### config.mk
export PLATFORM = sky130hd
export DESIGN_NAME = hazard_ctrl
export DESIGN_NICKNAME = d
export VERILOG_FILES = /design/src/rtl/hazard_pkg.sv /design/src/rtl/hazard_detect.sv /design/src/rtl/hazard_ctrl.sv
export SDC_FILE = /design/constraint.sdc
export NUM_CORES = 1
export LEC_CHECK = 0
export BUFFER_PORTS_ARGS = -buffer_cell sky130_fd_sc_hd__buf_2
export CORE_UTILIZATION = 51
export DETAILED_ROUTE_END_ITERATION = 7
export PLACE_DENSITY = 0.78
export REMOVE_ABC_BUFFERS = 1
export SLEW_MARGIN = 20
export SYNTH_ARGS = -nofsm -noshare
export SYNTH_HDL_FRONTEND = slang
export SYNTH_SLANG_ARGS = --single-unit
### constraint.sdc
create_clock -name clk -period 2.6 [get_ports clk]
set_clock_uncertainty 0.1 [all_clocks]
set_input_delay 0.52 -clock clk [delete_from_list [all_inputs] [get_ports clk]]
set_output_delay 0.52 -clock clk [all_outputs]
set_load 0.02 [all_outputs]
### src/rtl/hazard_pkg.sv
// hazard_pkg: shared pipeline types and constants for the hazard controller.
package hazard_pkg;
  typedef enum logic [1:0] {RUN, MEM_WAIT, ERROR} state_e;
  localparam int REG_W = 5;
  localparam logic [REG_W-1:0] X0 = '0;
endpackage

### src/rtl/hazard_detect.sv
// hazard_detect: combinational load-use comparator between ID/EX load and IF/ID sources.
module hazard_detect
  import hazard_pkg::*;
(
  input  logic [REG_W-1:0] ifid_rs1,
  input  logic [REG_W-1:0] ifid_rs2,
  input  logic             ifid_use_rs1,
  input  logic             ifid_use_rs2,
  input  logic             idex_memread,
  input  logic [REG_W-1:0] idex_rd,
  output logic             load_use
);
  assign load_use = idex_memread && idex_rd != X0 &&
                    ((ifid_use_rs1 && ifid_rs1 == idex_rd) || (ifid_use_rs2 && ifid_rs2 == idex_rd));
endmodule

### src/rtl/hazard_ctrl.sv
// hazard_ctrl: pipeline stall/flush control with data-memory wait FSM, bus timeout and stall counter.
module hazard_ctrl
  import hazard_pkg::*;
#(
  parameter int TIMEOUT_CYCLES = 16
) (
  input  logic             clk,
  input  logic             reset,
  input  logic [REG_W-1:0] ifid_rs1,
  input  logic [REG_W-1:0] ifid_rs2,
  input  logic             ifid_use_rs1,
  input  logic             ifid_use_rs2,
  input  logic             idex_memread,
  input  logic [REG_W-1:0] idex_rd,
  input  logic             ex_branch_taken,
  input  logic             exmem_memreq,
  input  logic             dmem_ack,
  output logic             dmem_req,
  output logic             pc_en,
  output logic             ifid_en,
  output logic             idex_en,
  output logic             exmem_en,
  output logic             memwb_en,
  output logic             ifid_flush,
  output logic             idex_flush,
  output logic             memwb_flush,
  output logic             bus_error,
  output logic [15:0]      stall_count
);
  localparam logic [7:0] TIMEOUT = 8'(TIMEOUT_CYCLES);
  state_e      state_q, state_d;
  logic [7:0]  wait_q, wait_d;
  logic        bus_error_q, bus_error_d;
  logic [15:0] stall_q, stall_d;
  logic        load_use, err, mem_stall;
  hazard_detect u_detect (
    .ifid_rs1     (ifid_rs1),
    .ifid_rs2     (ifid_rs2),
    .ifid_use_rs1 (ifid_use_rs1),
    .ifid_use_rs2 (ifid_use_rs2),
    .idex_memread (idex_memread),
    .idex_rd      (idex_rd),
    .load_use     (load_use)
  );
  // An unacknowledged access stalls from the very cycle it is issued in RUN.
  assign err       = state_q == ERROR;
  assign mem_stall = !dmem_ack && ((state_q == RUN && exmem_memreq) || state_q == MEM_WAIT);
  assign dmem_req    = reset && ((state_q == RUN && exmem_memreq) || state_q == MEM_WAIT);
  assign pc_en       = reset && !err && !mem_stall && (ex_branch_taken || !load_use);
  assign ifid_en     = pc_en;
  assign idex_en     = reset && !err && !mem_stall;
  assign exmem_en    = idex_en;
  assign memwb_en    = reset && !err;
  assign ifid_flush  = !reset || (!err && !mem_stall && ex_branch_taken);
  assign idex_flush  = !reset || (!err && !mem_stall && (ex_branch_taken || load_use));
  assign memwb_flush = !reset || mem_stall;
  assign bus_error   = bus_error_q;
  assign stall_count = stall_q;
  always_comb begin
    state_d     = state_q;
    wait_d      = wait_q;
    bus_error_d = bus_error_q;
    stall_d     = (!pc_en && stall_q != 16'hFFFF) ? stall_q + 16'd1 : stall_q;
    case (state_q)
      RUN: if (exmem_memreq && !dmem_ack) begin
        state_d = MEM_WAIT;
        wait_d  = 8'd1;
      end
      MEM_WAIT: if (dmem_ack) state_d = RUN;
      else if (wait_q == TIMEOUT) begin
        state_d     = ERROR;
        bus_error_d = 1'b1;
      end else wait_d = wait_q + 8'd1;
      default: state_d = ERROR;
    endcase
  end
  always_ff @(posedge clk) begin
    if (!reset) begin
      state_q     <= RUN;
      wait_q      <= '0;
      bus_error_q <= 1'b0;
      stall_q     <= '0;
    end else begin
      state_q     <= state_d;
      wait_q      <= wait_d;
      bus_error_q <= bus_error_d;
      stall_q     <= stall_d;
    end
  end
endmodule

* Word-level counts from Yosys, hierarchy flattened
Cells that the tools add are included.
** Word-level totals
- Word-level logic and storage cells :: 59
- Output and inout bits :: 26
- Bits in registers :: 27
- Bits of input ports :: 23
** Cells by class
- Add/sub/neg operators :: 2
- Bitwise logic cells :: 1
- Muxes and demuxes :: 8
- Equal/unequal tests :: 10
- Reduce and logical (&&, ||, !) cells :: 34
** Operator list (number)
- 2-to-1 mux 8 bit :: 3
- adder 16 x 1 -> 16 bit (second input constant) :: 1
- != test 16 bit (second input constant) :: 1
- case mux 8 bit (2 select lines) :: 1
- logical AND 1 bit :: 15
- == test 5 bit :: 2
- adder 8 x 1 -> 8 bit (second input constant) :: 1
- == test 8 x 5 -> 1 bit (second input constant) :: 1
- logical OR 1 bit :: 7
- zero test 1 bit :: 6
- 2-to-1 mux 2 bit :: 3
- nonzero test 5 bit :: 1
- != test 2 bit (second input constant) :: 2
- case mux 2 bit (2 select lines) :: 1
- AND reduction 4 bit :: 1
- != test 3 x 2 -> 1 bit (second input constant) :: 1
- AND reduction 3 bit :: 1
- == test 2 x 1 -> 1 bit (second input constant) :: 1
- == test 2 bit (second input constant) :: 1
- zero test 2 bit :: 1
- != test 2 x 1 -> 1 bit (second input constant) :: 1
- AND reduction 2 bit :: 1
- nonzero test 2 bit :: 1
- NOT 1 bit :: 1

* Depth between registers and ports, before layout
- Word-level depth :: 9
- Mapped depth :: 9
- Mapped depth without buffers :: 8

* By module
From an unflattened synthesis, not the netlist that was laid out.
** Unflattened totals
- Cell total of the unflattened synthesis :: 204
- Area total of the unflattened synthesis :: 1676.6 µm²
** By module, submodules not included
- hazard_ctrl :: area an instance 1542.7 µm², instances 1, sequential area each 540.5 µm², cells each 187
- hazard_detect :: area an instance 133.9 µm², instances 1, sequential area each 0.0 µm², cells each 17

* Worst setup path after synthesis
OpenSTA, ideal clock, no wires.
- Path type :: input to output
- Start point :: input port idex_rd[0]
- End point :: output port pc_en
- Arrival time :: 1.878 ns
- Data required time :: 1.980 ns
- Setup slack :: 0.102 ns
- Stages on the path :: 5
- Path buffers :: 1
- Path through :: or4_4 -> o21ai_4 -> nor2_1 -> a21boi_2 -> buf_4
** On the way
- Longest elaborated chain between the ends :: 7
- Elaborated cells on any way between the ends :: 11
- Classes of those cells :: eq/ne (2); reduce/logical (9)
** RTL lines
- from (decl) :: RTL line hazard_ctrl.sv:14 : input logic [REG_W-1:0] idex_rd,
- == test 5 bit :: RTL line hazard_detect.sv:14 : ((ifid_use_rs1 && ifid_rs1 == idex_rd) || (ifid_use_rs2 && ifid_rs2 == idex_rd));
- logical AND 1 bit :: RTL line hazard_detect.sv:14
- logical OR 1 bit :: RTL line hazard_detect.sv:14
- logical AND 1 bit * :: RTL line hazard_detect.sv:13 : assign load_use = idex_memread && idex_rd != X0 &&
- zero test 1 bit * :: RTL line hazard_ctrl.sv:49 : assign pc_en = reset && !err && !mem_stall && (ex_branch_taken || !load_use);
- logical OR 1 bit * :: RTL line hazard_ctrl.sv:49
- logical AND 1 bit * :: RTL line hazard_ctrl.sv:49
- to (decl) :: RTL line hazard_ctrl.sv:19 : output logic pc_en,
Mark *: on every way between the ends. The rest lies on a longest branch, timed or not.

* Final worst setup path
- Start point :: input port idex_rd[0]
- End point :: output port idex_flush
** On the way
- Longest elaborated chain between the ends :: 7
- Elaborated cells on any way between the ends :: 11
- Classes of those cells :: eq/ne (2); reduce/logical (9)
** RTL lines
- == test 5 bit :: RTL line hazard_detect.sv:14
- logical AND 1 bit :: RTL line hazard_detect.sv:14
- logical OR 1 bit :: RTL line hazard_detect.sv:14
- logical AND 1 bit * :: RTL line hazard_detect.sv:13
- logical OR 1 bit * :: RTL line hazard_ctrl.sv:55 : assign idex_flush = !reset || (!err && !mem_stall && (ex_branch_taken || load_use));
- logical AND 1 bit * :: RTL line hazard_ctrl.sv:55
- logical OR 1 bit * :: RTL line hazard_ctrl.sv:55
- to (decl) :: RTL line hazard_ctrl.sv:25 : output logic idex_flush,
Marked as above.

==> summary.txt <==
run status - finished, final reports clean
Synth Area in Adders - 2.33%
Non-Filler Instances - 285
CP max FO - 3
Layout Nets - 268
Seq/Total Area, Yosys - 33.6%
final antenna-violating net count - 0
hold crit path type - in2reg
post-layout util - 62.8%
Inserted Clock Buffers - 3
RSZ-0062 raised after global routing - false
DRC viols - 0
top cell type's share of synthesized area - 33.6%
die footprint - 3380 µm²
Clk pin slew, worst setup/hold paths - 160 ps
fill count - 293
final setup fails - 0
vias per inst - 5.50
GRT Util Overall - 21.1%
xor/xnor cell area share of the yosys netlist - 9.26%
TritonRoute pass-1 iters - 4
Ys Warns - 0
Syn Area/Cell - 8.37 µm²
Compound-Gate Fraction of Synth Area - 18.4%
RePlAce Congestion - 0.834
EDFF count, synth - 0
static leakage - 0.746 nW
largest net degree at the start of global routing - 21
initial DRC count - 75
largest area contributor in the netlist - dfxtp_1
vias - 1567
I/O Buffers - 48
Mapped Cells - 192
pre-CTS setup slack - 155 ps
Critical Path Sink Type - output pin
number of diodes - 0
first-pass GRT wire length - 5660 µm
Required @ worst endpoint - 1980 ps
Max Fclk - 412 MHz
CTS Sinks - 27
Starting Density - 53.1%
worst hold slack - 390 ps
worst-margin pin slew - 642 ps
Slew Viols, Final - 0
clock buffer depth - 2
reg2reg path depth - 8
Avg WL per Cell - 11.9 µm
Overflow after GRT - 0
Final WS setup - 170 ps
Cell Count Post-Placement - 281
Maximum Capacitance Violations - 0
Synth-to-Final Area Change - 18.2%
register area - 541 µm²
post-synthesis simple-gate area fraction - 29.4%
H-tree levels - 1
share of cells above drive strength 1 - 27.8%
final hold vios - 0
detailed-route wire length - 3380 µm
most common cell after layout, fill and taps aside - buf_2
final worst-path cycle share - 93.5%
row count - 20
Rel. slew slack - 56.8%
synth top area cells - dfxtp_1 (34%), xnor2_1 (6.5%), a21oi_1 (5.3%)
vias in the first global route - 1372
most frequent cells in the layout - buf_2 (48), dfxtp_1 (27), a21oi_1 (17), nor2_1 (17), nand2_1 (16)
mux contribution to synthesized area - 1.25%
worst skew pair latency - 340 ps
Die H - 58.1 µm
Final Critical Period - 2430 ps
IO Pins - 49
critical path class - in2out
worst hold path cell count - 2
CTS tree - built
Post-synth top flop - dfxtp_1
Startpoint Class - primary input
post-synthesis cell area - 1610 µm²
Seq cells post-synth - 27
Async SR Flop Fraction - 0%
critical path data arrival time - 1810 ps
cts repair resizes - 0
footprint of the multi-input gates - 975 µm²
post-synthesis cell type count - 42
Chip Width - 58.1 µm
largest family of logic cells by synthesized area - simple AND/OR/NAND/NOR gates
initial antenna violation count - 0
postcts setup bufs - 0
hold_buf cts - 0
peak supply drop - 301 µV
Pwr Density - 400 nW/µm²
CTS root buf - clkbuf_4
setup TNS - 0 ps
dpl hpwl - 2670 µm
Core Box Area - 3030 µm²
==> layout make-up <==
type | count | area share [%]
flip-flops and latches | 27 | 28.4
multi-input cells | 151 | 51.3
well taps | 44 | 2.90
clock inverters | 1 | 0.395
clock buffers | 3 | 1.18
repair buffers | 53 | 14.6
inverters | 6 | 1.18
==> where the power goes <==
group	total [mW]	leakage, nW	internal (mW)	switching, mW
Clock	0.193	0.0139	0.0590	0.134
Combinational	0.137	0.514	0.0585	0.0785
Sequential	0.430	0.218	0.421	0.00917
==> synthesized netlist by cell type (2+ instances only) <==
cell / n
nor2_1: 17
nand2_1: 16
and3_1: 3
a21oi_2: 2
a21oi_1: 17
nand4_1: 9
xor2_1: 5
inv_1: 6
nor4_1: 3
or2_1: 2
dfxtp_1: 27
mux2i_1: 2
o21ai_1: 6
or4_1: 6
ha_1: 3
and2_1: 4
o31ai_1: 6
clkbuf_1: 2
and4_1: 2
buf_6: 2
o21ai_0: 6
xnor2_1: 12
nor3_1: 3
buf_4: 2
nand3_1: 5
or3_1: 8
==> stage by stage <==
step	total power, mW	cell area (µm²)
floorplan	0.518	1540
global placement	0.575	1870
global route	0.799	1900
finish	0.760	1900
CTS	0.763	1900
detailed placement	0.578	1870
==> per-layer routing <==
layer	wire, µm	track usage (%)
met5	0	0
met4	39	4.76
met3	182	5.58
met2	1580	35.8
met1	1580	26.9
==> state kept, by name (all words and copies together) (netlist names) <==
signal and flops:
bus_error 1, wait_q 8, stall_count 16, state_q 2
==> worst max-delay path, cell delays in order <==
cell and delay [ps]:
buf_2 120, or4_4 540, o21ai_4 140, and2b_1 190, nor2_1 70, o21ai_0 70
buf_2 160
==> final timing paths <==
| path | endpoint | slack [ps] | from |
|---|---|---|---|
| max | idex_flush | 170 | idex_rd[0] |
| min | state_q[0] | 390 | reset |
| max reg2reg | stall_count[10] | 450 | stall_count[0] |
| min reg2reg | bus_error | 390 | bus_error |
==> kinds of logic after synthesis <==
group / after synthesis
XOR/XNOR: 17
flip-flops: 27
adder cells (fa/ha/maj): 3
AND/OR/NAND/NOR: 85
AO/OA/AOI/OAI: 44
buffers and inverters: 14
multiplexers: 2
No activity file was read; power rests on OpenSTA's default activity.
